<file path="src/rtl/everloop_pkg.sv">
// Shared everloop definitions: arbiter state encoding and frame geometry.
// Also used by the everloop sequencing FSM.
package everloop_pkg;

    typedef enum logic [1:0] {
        S_IDLE = 2'd0,
        S_RD   = 2'd1,
        S_WR   = 2'd2,
        S_SWAP = 2'd3
    } arb_state_t;

    localparam int DEFAULT_N_LEDS = 35;
    localparam int BYTES_PER_LED  = 4;
    localparam int FRAME_BYTES    = DEFAULT_N_LEDS * BYTES_PER_LED;

endpackage

</file>
<file path="src/rtl/everloop_bank_arbiter_if.sv">
// Signal bundle between the arbiter, the host write path, the everloop engine and the frame RAM.
interface everloop_bank_arbiter_if #(
    parameter int ADDR_WIDTH = 8
);
    import everloop_pkg::*;

    // Handshakes: host_we/addr/data are held until a one-cycle host_ack (write done or dropped);
    // commit_req and eng_rd_en are single-cycle strobes that are never back-pressured;
    // eng_rd_valid/commit_done are single-cycle pulses; the RAM returns ram_rdata one cycle after ram_addr.
    logic                  host_we;
    logic [ADDR_WIDTH-1:0] host_addr;
    logic [7:0]            host_data;
    logic                  host_ack;

    logic                  commit_req;
    logic                  commit_pending;
    logic                  commit_done;
    logic                  front_bank;

    logic                  eng_idle;
    logic                  eng_rd_en;
    logic [ADDR_WIDTH-1:0] eng_rd_addr;
    logic [7:0]            eng_rd_data;
    logic                  eng_rd_valid;

    logic [ADDR_WIDTH:0]   ram_addr;
    logic                  ram_we;
    logic [7:0]            ram_wdata;
    logic [7:0]            ram_rdata;

    arb_state_t            dbg_state;

    modport slave (
        input  host_we, host_addr, host_data, commit_req, eng_idle, eng_rd_en, eng_rd_addr, ram_rdata,
        output host_ack, commit_pending, commit_done, front_bank, eng_rd_data, eng_rd_valid,
        output ram_addr, ram_we, ram_wdata, dbg_state
    );

    modport master (
        output host_we, host_addr, host_data, commit_req, eng_idle, eng_rd_en, eng_rd_addr, ram_rdata,
        input  host_ack, commit_pending, commit_done, front_bank, eng_rd_data, eng_rd_valid,
        input  ram_addr, ram_we, ram_wdata, dbg_state
    );

endinterface

</file>
<file path="src/rtl/everloop_commit_ctrl.sv">
// Bank-swap bookkeeping: pending commit flag, displayed bank index and the swap pulse.
module everloop_commit_ctrl (
    input  logic clk,
    input  logic resetn,
    input  logic i_commit_req,
    input  logic i_swap,
    output logic o_commit_pending,
    output logic o_front_bank,
    output logic o_commit_done
);

    logic r_pending;
    logic r_front;
    logic r_done;

    always_ff @(posedge clk or negedge resetn) begin
        if (!resetn) begin
            r_pending <= 1'b0;
            r_front   <= 1'b0;
            r_done    <= 1'b0;
        end else begin
            r_done  <= i_swap;
            r_front <= r_front ^ i_swap;
            // A request coincident with the swap decision is absorbed by it; one in the swap cycle re-arms.
            if (i_swap) begin
                r_pending <= 1'b0;
            end else if (i_commit_req) begin
                r_pending <= 1'b1;
            end
        end
    end

    assign o_commit_pending = r_pending;
    assign o_front_bank     = r_front;
    assign o_commit_done    = r_done;

endmodule

</file>
<file path="src/rtl/everloop_bank_arbiter.sv">
// Single-port frame RAM arbiter: engine reads the front bank, host writes the back bank,
// banks swap only in the engine's reset gap so a displayed frame never tears.
module everloop_bank_arbiter #(
    parameter int N_LEDS        = everloop_pkg::DEFAULT_N_LEDS,
    parameter int BYTES_PER_LED = everloop_pkg::BYTES_PER_LED,
    parameter int ADDR_WIDTH    = 8
) (
    input  logic                  clk,
    input  logic                  resetn,
    everloop_bank_arbiter_if.slave bus
);

    localparam int                  FRAME_BYTES = N_LEDS * BYTES_PER_LED;
    localparam logic [ADDR_WIDTH:0] FRAME_LIMIT = FRAME_BYTES[ADDR_WIDTH:0];

    everloop_pkg::arb_state_t r_state;
    everloop_pkg::arb_state_t w_next;

    logic                  r_host_ack;
    logic                  r_rd_valid;
    logic                  r_ram_we;
    logic [ADDR_WIDTH:0]   r_ram_addr;
    logic [7:0]            r_ram_wdata;

    logic                  w_pending;
    logic                  w_front;
    logic                  w_done;
    logic                  w_swap;
    logic                  w_in_range;

    assign w_in_range = ({1'b0, bus.host_addr} < FRAME_LIMIT);
    assign w_swap     = (w_next == everloop_pkg::S_SWAP);

    // Engine reads never stall; a host write may not directly follow another write.
    always_comb begin
        w_next = everloop_pkg::S_IDLE;
        if (bus.eng_rd_en) begin
            w_next = everloop_pkg::S_RD;
        end else if (w_pending && bus.eng_idle) begin
            w_next = everloop_pkg::S_SWAP;
        end else if (bus.host_we && (r_state != everloop_pkg::S_WR)) begin
            w_next = everloop_pkg::S_WR;
        end
    end

    always_ff @(posedge clk or negedge resetn) begin
        if (!resetn) begin
            r_state     <= everloop_pkg::S_IDLE;
            r_host_ack  <= 1'b0;
            r_rd_valid  <= 1'b0;
            r_ram_we    <= 1'b0;
            r_ram_addr  <= '0;
            r_ram_wdata <= '0;
        end else begin
            r_state    <= w_next;
            r_host_ack <= 1'b0;
            r_ram_we   <= 1'b0;
            r_rd_valid <= (r_state == everloop_pkg::S_RD);
            // Bank is sampled here, in the grant cycle, from the bank index currently displayed.
            case (w_next)
                everloop_pkg::S_RD: begin
                    r_ram_addr <= {w_front, bus.eng_rd_addr};
                end
                everloop_pkg::S_WR: begin
                    r_host_ack  <= 1'b1;
                    r_ram_we    <= w_in_range;
                    r_ram_addr  <= {~w_front, bus.host_addr};
                    r_ram_wdata <= bus.host_data;
                end
                default: begin
                end
            endcase
        end
    end

    everloop_commit_ctrl u_commit_ctrl (
        .clk              (clk),
        .resetn           (resetn),
        .i_commit_req     (bus.commit_req),
        .i_swap           (w_swap),
        .o_commit_pending (w_pending),
        .o_front_bank     (w_front),
        .o_commit_done    (w_done)
    );

    assign bus.host_ack       = r_host_ack;
    assign bus.commit_pending = w_pending;
    assign bus.commit_done    = w_done;
    assign bus.front_bank     = w_front;
    assign bus.eng_rd_data    = bus.ram_rdata;
    assign bus.eng_rd_valid   = r_rd_valid;
    assign bus.ram_addr       = r_ram_addr;
    assign bus.ram_we         = r_ram_we;
    assign bus.ram_wdata      = r_ram_wdata;
    assign bus.dbg_state      = r_state;

endmodule
</file>
<file path="src/flat_wrapper.sv">
// flat-port wrapper written by rule: the top's interface ports become plain ports
module everloop_bank_arbiter_flat 
#(
    parameter int N_LEDS        = everloop_pkg::DEFAULT_N_LEDS,
    parameter int BYTES_PER_LED = everloop_pkg::BYTES_PER_LED,
    parameter int ADDR_WIDTH    = 8
)
  (clk, resetn, bus_host_we, bus_host_addr, bus_host_data, bus_commit_req, bus_eng_idle, bus_eng_rd_en, bus_eng_rd_addr, bus_ram_rdata, bus_host_ack, bus_commit_pending, bus_commit_done, bus_front_bank, bus_eng_rd_data, bus_eng_rd_valid, bus_ram_addr, bus_ram_we, bus_ram_wdata, bus_dbg_state);
  everloop_bank_arbiter_if #(.ADDR_WIDTH(ADDR_WIDTH)) bus_i ();
  input  logic clk;
  input  logic resetn;
  input wire logic [$bits(bus_i.host_we)-1:0] bus_host_we;
  input wire logic [$bits(bus_i.host_addr)-1:0] bus_host_addr;
  input wire logic [$bits(bus_i.host_data)-1:0] bus_host_data;
  input wire logic [$bits(bus_i.commit_req)-1:0] bus_commit_req;
  input wire logic [$bits(bus_i.eng_idle)-1:0] bus_eng_idle;
  input wire logic [$bits(bus_i.eng_rd_en)-1:0] bus_eng_rd_en;
  input wire logic [$bits(bus_i.eng_rd_addr)-1:0] bus_eng_rd_addr;
  input wire logic [$bits(bus_i.ram_rdata)-1:0] bus_ram_rdata;
  output wire logic [$bits(bus_i.host_ack)-1:0] bus_host_ack;
  output wire logic [$bits(bus_i.commit_pending)-1:0] bus_commit_pending;
  output wire logic [$bits(bus_i.commit_done)-1:0] bus_commit_done;
  output wire logic [$bits(bus_i.front_bank)-1:0] bus_front_bank;
  output wire logic [$bits(bus_i.eng_rd_data)-1:0] bus_eng_rd_data;
  output wire logic [$bits(bus_i.eng_rd_valid)-1:0] bus_eng_rd_valid;
  output wire logic [$bits(bus_i.ram_addr)-1:0] bus_ram_addr;
  output wire logic [$bits(bus_i.ram_we)-1:0] bus_ram_we;
  output wire logic [$bits(bus_i.ram_wdata)-1:0] bus_ram_wdata;
  output wire logic [$bits(bus_i.dbg_state)-1:0] bus_dbg_state;
  assign bus_i.host_we = bus_host_we;
  assign bus_i.host_addr = bus_host_addr;
  assign bus_i.host_data = bus_host_data;
  assign bus_i.commit_req = bus_commit_req;
  assign bus_i.eng_idle = bus_eng_idle;
  assign bus_i.eng_rd_en = bus_eng_rd_en;
  assign bus_i.eng_rd_addr = bus_eng_rd_addr;
  assign bus_i.ram_rdata = bus_ram_rdata;
  assign bus_host_ack = bus_i.host_ack;
  assign bus_commit_pending = bus_i.commit_pending;
  assign bus_commit_done = bus_i.commit_done;
  assign bus_front_bank = bus_i.front_bank;
  assign bus_eng_rd_data = bus_i.eng_rd_data;
  assign bus_eng_rd_valid = bus_i.eng_rd_valid;
  assign bus_ram_addr = bus_i.ram_addr;
  assign bus_ram_we = bus_i.ram_we;
  assign bus_ram_wdata = bus_i.ram_wdata;
  assign bus_dbg_state = bus_i.dbg_state;
  everloop_bank_arbiter #(.N_LEDS(N_LEDS), .BYTES_PER_LED(BYTES_PER_LED), .ADDR_WIDTH(ADDR_WIDTH)) u_core (.clk(clk), .resetn(resetn), .bus(bus_i));
endmodule
</file>
<file path="config.mk">
export PLATFORM = sky130hd
export DESIGN_NAME = everloop_bank_arbiter_flat
export DESIGN_NICKNAME = d
export VERILOG_FILES = /design/src/rtl/everloop_pkg.sv /design/src/rtl/everloop_bank_arbiter_if.sv /design/src/rtl/everloop_commit_ctrl.sv /design/src/rtl/everloop_bank_arbiter.sv /design/src/flat_wrapper.sv
export SDC_FILE = /design/constraint.sdc
export NUM_CORES = 1
export LEC_CHECK = 0
export ABC_CLOCK_PERIOD_IN_PS = 2100
export CAP_MARGIN = 10
export CORE_MARGIN = 3
export CORE_UTILIZATION = 35
export CTS_BUF_LIST = sky130_fd_sc_hd__clkbuf_2
export DETAILED_ROUTE_END_ITERATION = 6
export PLACE_DENSITY = 0.76
export SLEW_MARGIN = 20
export SYNTH_ARGS = -nofsm -noshare
export SYNTH_HDL_FRONTEND = slang
export SYNTH_SLANG_ARGS = --single-unit
</file>
<file path="constraint.sdc">
create_clock -name clk -period 2.1 [get_ports clk]
set_input_delay 0.315 -clock clk [delete_from_list [all_inputs] [get_ports clk]]
set_output_delay 0.315 -clock clk [all_outputs]
set_load 0.02 [all_outputs]
</file>
Word-level counts from Yosys, hierarchy flattened:

Index checks and enable logic that the tools add are counted.

* register bits: 25
* logic and storage cells: 29
* output and inout bits: 33

* bitwise logic cells: 2
* reductions and logical operators: 4
* multiplexer cells: 8
* magnitude comparators: 1
* equal/unequal tests: 5

Operators by type and width (count)
* $pmux 9 s2: 1
* $lt 8x8->1 const B: 1
* $mux 2: 3
* $eq 2x1->1 const B: 2
* $eq 2x2->1 const B: 2
* $mux 1: 4
* $reduce_bool 2->1: 2
* $logic_and 1x1->1: 2
* $ne 2x2->1 const B: 1
* $not 1->1: 1
* $xor 1x1->1: 1

Logic depth before layout (Yosys ltp):

Gate-level depths: netlist of the first run.

* word-level depth: 7
* gate-level depth with buffers: 7
* depth with buffers taken out: 5

Cells and area by module:

From an unflattened synthesis of the first run, not the netlist that was laid out.

* cells, all modules: 86
* area total of the unflattened synthesis: 1064.8 um^2

By module, submodules not included
* everloop_bank_arbiter: area an instance 970.9 um^2, sequential area each 550.5 um^2, cells each 81, instances 1
* everloop_commit_ctrl: area an instance 93.8 um^2, sequential area each 75.1 um^2, cells each 5, instances 1

Least setup slack after synthesis of the first run:

OpenSTA, ideal clock, no wires.

* kind: register -> register
* from: register u_core.r_state[1], in the netlist u_core.bus.dbg_state[1]
* to: register u_core.r_ram_addr[0], in the netlist u_core.bus.ram_addr[0]
* data arrival time: 1.534 ns
* setup time: 0.127 ns
* stages on the path, launching flop included: 8
* period minus slack after synthesis: 1.661 ns
* path buffers: 2
* slack: 0.439 ns
* cell sequence: dfrtp_1 nor2b_1 o21ai_0 ha_1 clkbuf_2 buf_2 nand2_1 o21ai_0

* word-level cells in the longest chain between the ends: 7

RTL lines
* from (decl): RTL line everloop_bank_arbiter.sv:16 `everloop_pkg::arb_state_t r_state;`
* from (signal assigned): RTL line everloop_bank_arbiter.sv:48 `r_state <= everloop_pkg::S_IDLE;`
* from (signal assigned): RTL line everloop_bank_arbiter.sv:55 `r_state <= w_next;`
* $ne 2x2->1 *: RTL line everloop_bank_arbiter.sv:41 `end else if (bus.host_we && (r_state != everloop_pkg::S_WR)) begin`
* $logic_and 1x1->1 *: RTL line everloop_bank_arbiter.sv:41
* $mux 2 *: RTL line everloop_bank_arbiter.sv:41
* $mux 2 *: RTL line everloop_bank_arbiter.sv:39 `end else if (w_pending && bus.eng_idle) begin`
* $mux 2 *: RTL line everloop_bank_arbiter.sv:37 `if (bus.eng_rd_en) begin`
* net u_core.w_next[1]: RTL line everloop_bank_arbiter.sv:17 `everloop_pkg::arb_state_t w_next;`
* $eq 2x2->1 or $eq 2x1->1 (tied branches): RTL line everloop_bank_arbiter.sv:60 `case (w_next)`
* $pmux 9 s2 or $reduce_bool 2->1 (tied branches)
* to (signal assigned): RTL line everloop_bank_arbiter.sv:62 `r_ram_addr <= {w_front, bus.eng_rd_addr};`
* to (signal assigned): RTL line everloop_bank_arbiter.sv:67 `r_ram_addr <= {~w_front, bus.host_addr};`
* to (decl): RTL line everloop_bank_arbiter.sv:22 `logic [ADDR_WIDTH:0] r_ram_addr;`

The timed path passes the listed nets; every way through them passes the cells marked *.
A chain may end at the register's enable or synchronous reset.

Final worst setup path of the first run:

* from: input bus_eng_rd_en
* to: register u_core.r_ram_wdata[4], in the netlist u_core.bus.ram_wdata[4]

* word-level cells in the longest chain between the ends: 2

RTL lines
* from (decl): RTL line flat_wrapper.sv:17 `input wire logic [$bits(bus_i.eng_rd_en)-1:0] bus_eng_rd_en;`
* $mux 2: RTL line everloop_bank_arbiter.sv:37
* net u_core.w_next[1]: RTL line everloop_bank_arbiter.sv:17
* $eq 2x2->1: RTL line everloop_bank_arbiter.sv:60
* to (signal assigned): RTL line everloop_bank_arbiter.sv:68 `r_ram_wdata <= bus.host_data;`
* to (decl): RTL line everloop_bank_arbiter.sv:23 `logic [7:0] r_ram_wdata;`

The timed path passes the listed nets, and every way through them passes these cells.

==> results.sh, run 1 <==
export IMPL_power_density_mw_per_mm2=880
export IMPL_yosysWarnings=0
export IMPL_post_cts_resize_count=0
export IMPL_cts_root_buffer="clkbuf_2"
export IMPL_final_cell_mix="clkdlybuf4s50_1, dfrtp_1, o21ai_0, nand2_1"
export IMPL_cap_violations=0
export IMPL_firstDrtPassIters=2
export IMPL_nFillCells=244
export IMPL_die_y_um=61.3
export IMPL_dieArea_mm2=0.00376
export IMPL_cp_required_ps=2340
export IMPL_finalNonFillerCells=166
export IMPL_fp_row_count=19
export IMPL_cts_setup_buffers=0
export IMPL_gp_congestion=0.747
export IMPL_ys_top_cells_by_area="dfrtp_1, mux2_2, mux2i_1"
export IMPL_synth_distinct_cells=19
export IMPL_crit_arrival_ps=2000
export IMPL_max_clock_path_buffers=2
export IMPL_final_common_cell="clkdlybuf4s50_1"
export IMPL_p_leak_nw=0.674
export IMPL_crit_path_start_kind="input port"
export IMPL_cts_sinks=25
export IMPL_wl_per_cell_um=13.8
export IMPL_routed_wl_um=2290
export IMPL_rsz0062_at_grt="false"
export IMPL_finalCriticalPeriod_ps=1760
export IMPL_max_clock_freq_ghz=0.567
export IMPL_fp_dieW_um=61.3
export IMPL_n_antenna_cell=0
export IMPL_drc=0
export IMPL_crit_fanout=8
export IMPL_worst_r2r_endpoint="u_core.bus.ram_wdata[4]"
export IMPL_reg2regPathDepth=4
export IMPL_final_setup_skew_ps=3.27
export IMPL_grt_max_degree=26
export IMPL_r2r_start="u_core.bus.dbg_state[1]"
export IMPL_vias=787
export IMPL_core_mm2=0.00283
export IMPL_numPortBuffers=54
export IMPL_antenna_found_initial=0
export IMPL_syn_to_final_growth_pct=51.6
export IMPL_postSynthCellCount=86
export IMPL_regToRegSetupSlack_ps=360
export IMPL_syn_num_nets=126
export IMPL_drive_above_1_share=0.111
export IMPL_io_pin_count=71
export IMPL_vias_per_cell=4.74
export IMPL_tightest_slew_ps=465
export IMPL_hold_buffers=0
export IMPL_grt_pass1_vias=801
export IMPL_initial_core_util=0.378
export IMPL_htreeDepth=1
export IMPL_seqCellArea_um2=626
export IMPL_synthesis_area_mm2=0.00107
export IMPL_numCtsBuffers=3
export IMPL_antenna_left=0
export IMPL_synth_top_area_frac=0.585
export IMPL_endpoint_kind="flip-flop"
export IMPL_path_class="in -> reg"
export IMPL_hold_viol_final=0
export IMPL_clk_pin_slew_ps=220
export IMPL_outcome="finished clean"
export IMPL_min_period_over_period=0.840
export IMPL_nets=176
export IMPL_cts_tree="yes"
export IMPL_setup_violations=0
export IMPL_dp_cells=162
export IMPL_grt_overflow_total=0
export IMPL_hold_slack_ps=315
export IMPL_grt_pass1_wl_um=3610
export IMPL_vdd_ir_drop_max_uv=362
export IMPL_drv_slew=0
export IMPL_relSlewSlack=0.690
export IMPL_multi_input_area_um2=354
export IMPL_ys_seq_area_frac=0.585
export IMPL_min_path_type="in -> async"
export IMPL_synth_seq_cells=25
export IMPL_syn_avg_cell_area_um2=12.4
export IMPL_drtIter0Drc=7
export IMPL_place_hpwl_um=1810
export IMPL_postLayoutCoreUtil=0.573
export IMPL_grt_usage=0.132
export IMPL_worstSkewPairLatency_ps=320
export IMPL_yosysTopAreaCell="dfrtp_1"
## worst max-delay path by stage
stage,start,slack (ps),end
CTS,u_core.bus.dbg_state[1],330,u_core.bus.ram_wdata[4]
global placement,bus_eng_rd_en,40,u_core.bus.ram_wdata[6]
detailed placement,bus_eng_rd_en,-50,u_core.bus.ram_wdata[6]
floorplan,u_core.bus.dbg_state[1],440,u_core.bus.ram_addr[0]
global route,u_core.bus.dbg_state[1],260,u_core.bus.ram_wdata[3]
finish,bus_eng_rd_en,340,u_core.bus.ram_wdata[4]
## Yosys cell counts
cell,instances
nand3b_1,1
o21ai_1,1
buf_2,2
a21boi_1,1
mux2i_1,8
ha_1,2
mux2_2,8
nand2_1,9
o21a_1,1
o21ai_0,9
a2111o_1,1
xnor2_1,2
a21oi_1,1
nor2b_1,2
buf_4,9
dfrtp_1,25
nand2b_1,1
clkbuf_2,1
inv_1,2
## metrics by stage
step           total power [mW]  setup TNS (ps)  area (µm²)  worst slack, ps
2_1_floorplan             0.955               0        1070              439
3_3_place_gp               1.25               0        1600             36.3
3_5_place_dp               1.26            -345        1600            -50.0
4_1_cts                    1.45               0        1620              334
5_1_grt                    1.52               0        1620              265
6_report                   1.43               0        1620              337
## layout make-up
| type | instances | area share |
|---|---|---|
| Tap cell | 31 | 0.0239 |
| Multi-Input combinational cell | 47 | 0.218 |
| Clock buffer | 4 | 0.0123 |
| Timing Repair Buffer | 57 | 0.355 |
| Sequential cell | 25 | 0.386 |
| Inverter | 2 | 0.00463 |
## power by group
| part | total (mW) | internal (mW) | switching (mW) |
|---|---|---|---|
| registers | 0.652 | 0.591 | 0.0614 |
| clock network | 0.183 | 0.0504 | 0.132 |
| logic | 0.592 | 0.319 | 0.273 |
## state kept, by name, indices dropped and copies added (netlist names)
signal and flops:
u_core.bus.host_ack 1, u_core.u_commit_ctrl.o_commit_pending 1, u_core.bus.eng_rd_valid 1, u_core.bus.ram_addr 9, u_core.bus.ram_wdata 8, u_core.bus.ram_we 1, u_core.u_commit_ctrl.o_commit_done 1, u_core.u_commit_ctrl.o_front_bank 1
u_core.bus.dbg_state 2
## routing by layer
| metal | wire [µm] | vias to the layer above | share of wire | track usage |
|---|---|---|---|---|
| met2 | 1140 | 36 | 0.50 | 0.231 |
| met4 | 14 | 0 | 0.0061 | 0.0464 |
| met5 | 0 | - | 0 | 0 |
| met1 | 939 | 368 | 0.41 | 0.152 |
| met3 | 197 | 2 | 0.086 | 0.0377 |
| li1 | - | 381 | - | - |
## worst max-delay path, stage by stage
cell and delay, ps:
clkdlybuf4s50_1 430, nand2b_1 150, o21ai_0 300, ha_1 430
mux2_2 380
## logic make-up after synthesis
logic type,synth area share
flip-flops,0.585
multiplexers,0.159
AO/OA/AOI/OAI,0.0760
buffers and inverters,0.0842
AND/OR/NAND/NOR,0.0561
XOR/XNOR,0.0164
adder cells (fa/ha/maj),0.0234
Note: power is estimated with default switching activity, not from simulation.
==> inputs of run 2 (changes only) <==
ABC_CLOCK_PERIOD_IN_PS = 1400   (was 2100)
CORE_UTILIZATION = 33   (was 35)
PLACE_DENSITY = 0.75   (was 0.76)
clock period = 1.4 ns   (was 2.1 ns; I/O delays follow)
==> run 2 against run 1 <==
The run now ends with negative setup slack left. First-iteration DRC count is 140% higher. Clock skew is 19 ps higher. Die area is 5.5% higher. Critical endpoint is now u_core.bus.ram_addr[1].
==> results.sh, run 2 (synthesis results as in run 1) <==
export IMPL_path_cells="nor2b_4 -> o21ai_4 -> ha_4 -> buf_12 -> mux2i_1 -> o21ai_1"
export IMPL_grt_usage=0.132
export IMPL_grt_pass1_wl_um=4110
export IMPL_wl_per_cell_um=13.3
export IMPL_antenna_found_initial=0
export IMPL_drv_slew=0
export IMPL_worstSkewPairLatency_ps=340
export IMPL_antenna_left=0
export IMPL_p_leak_nw=0.794
export IMPL_crit_fanout=6
export IMPL_relSlewSlack=0.791
export IMPL_cts_tree="yes"
export IMPL_clk_pin_slew_ps=240
export IMPL_cap_violations=0
export IMPL_endpoint_kind="flip-flop"
export IMPL_finalCriticalPeriod_ps=1500
export IMPL_syn_to_final_growth_pct=64.2
export IMPL_fp_row_count=20
export IMPL_cts_sinks=25
export IMPL_gp_congestion=0.742
export IMPL_final_cell_mix="clkdlybuf4s50_1, dfrtp_1, dlygate4sd2_1"
export IMPL_io_pin_count=71
export IMPL_setup_violations=16
export IMPL_drc=0
export IMPL_hold_buffers=0
export IMPL_final_common_cell="clkdlybuf4s50_1"
export IMPL_drtIter0Drc=17
export IMPL_place_hpwl_um=1830
export IMPL_min_path_type="in -> async"
export IMPL_hold_slack_ps=185
export IMPL_vias=834
export IMPL_final_setup_skew_ps=22.0
export IMPL_path_class="reg -> reg"
export IMPL_min_period_over_period=1.07
export IMPL_firstDrtPassIters=4
export IMPL_cts_root_buffer="clkbuf_2"
export IMPL_cp_required_ps=1640
export IMPL_max_clock_freq_ghz=0.668
export IMPL_grt_max_degree=26
export IMPL_crit_arrival_ps=1730
export IMPL_core_mm2=0.00308
export IMPL_htreeDepth=1
export IMPL_worst_path_buf_inv=1
export IMPL_power_density_mw_per_mm2=1230
export IMPL_cp_slowest_cell="dfrtp_2"
export IMPL_largest_reg_flops=9
export IMPL_dieArea_mm2=0.00396
export IMPL_fin_ws_ps=-97.9
export IMPL_max_clock_path_buffers=2
export IMPL_numCtsBuffers=3
export IMPL_fp_dieW_um=62.9
export IMPL_vias_per_cell=4.46
export IMPL_hold_viol_final=0
export IMPL_vdd_ir_drop_max_uv=831
export IMPL_rsz0062_at_grt="true"
export IMPL_grt_overflow_total=0
export IMPL_n_antenna_cell=0
export IMPL_numPortBuffers=54
export IMPL_nets=184
export IMPL_violations="negative setup slack"
export IMPL_cp_top_family="flip-flops"
export IMPL_tightest_slew_ps=313
export IMPL_grt_pass1_vias=879
export IMPL_die_y_um=62.9
export IMPL_routed_wl_um=2490
export IMPL_drive_above_1_share=0.231
export IMPL_crit_path_max_incr_delay_ps=450
export IMPL_outcome="finished with violations"
export IMPL_postLayoutCoreUtil=0.571
export IMPL_crit_path_start_kind="flip-flop"
export IMPL_initial_core_util=0.348
[run 2: through the flow]
step | setup TNS [ps] | total power [mW] | cells | worst slack (ps) | cell area [µm²]
6_report | -937 | 2.15 | 187 | -97.9 | 1760
5_1_grt | -2180 | 2.27 | 187 | -208 | 1760
4_1_cts | -1040 | 2.15 | 185 | -90.0 | 1760
3_5_place_dp | -7950 | 1.92 | 179 | -477 | 1650
3_3_place_gp | -6640 | 1.89 | 179 | -388 | 1650
2_1_floorplan | -2190 | 1.46 | 86 | -135 | 1090
[run 2: worst paths after layout]
path	from	end	slack [ps]	cells past startpoint
hold reg to reg	u_core.bus.ram_addr[0]	u_core.bus.ram_addr[0]	510	2
hold / removal	resetn	u_core.bus.ram_we	180	2
setup / recovery	u_core.bus.dbg_state[1]	u_core.bus.ram_addr[1]	-100	6
min in group clk	bus_ram_rdata[3]	bus_eng_rd_data[3]	420	0
setup reg to reg	u_core.bus.dbg_state[1]	u_core.bus.ram_addr[1]	-100	6
max in group asynchronous	resetn	u_core.bus.dbg_state[1]	930	2
[run 2: report_power, final]
part | internal [mW] | switching, mW
logic | 0.465 | 0.447
registers | 0.887 | 0.0849
clock network | 0.0647 | 0.204
[run 2: per-layer routing]
layer / up-vias / global-route usage / routed length, µm
met2: 31 / 0.241 / 1340
met5: - / 0 / 0
li1: 397 / - / -
met3: 2 / 0.0360 / 129
met4: 0 / 0.0468 / 30
met1: 404 / 0.144 / 991
[run 2: cell type report]
type,count,area (µm²)
Multi-Input combinational cell,47,432
Tap cell,44,55.1
Clock buffer,3,15.0
Fill cell,269,1320
Timing Repair Buffer,65,614
Inverter,2,7.51
Clock inverter,1,5.00
Sequential cell,25,628
[run 2: timing repair]
| item | 4_1_cts | 5_1_grt |
|---|---|---|
| gates cloned | 1 | 0 |
| setup buffers | 1 | 3 |
| setup endpoints to repair | 43 | 21 |
| pin swaps | 2 | 0 |
| resized for setup | 52 | 3 |
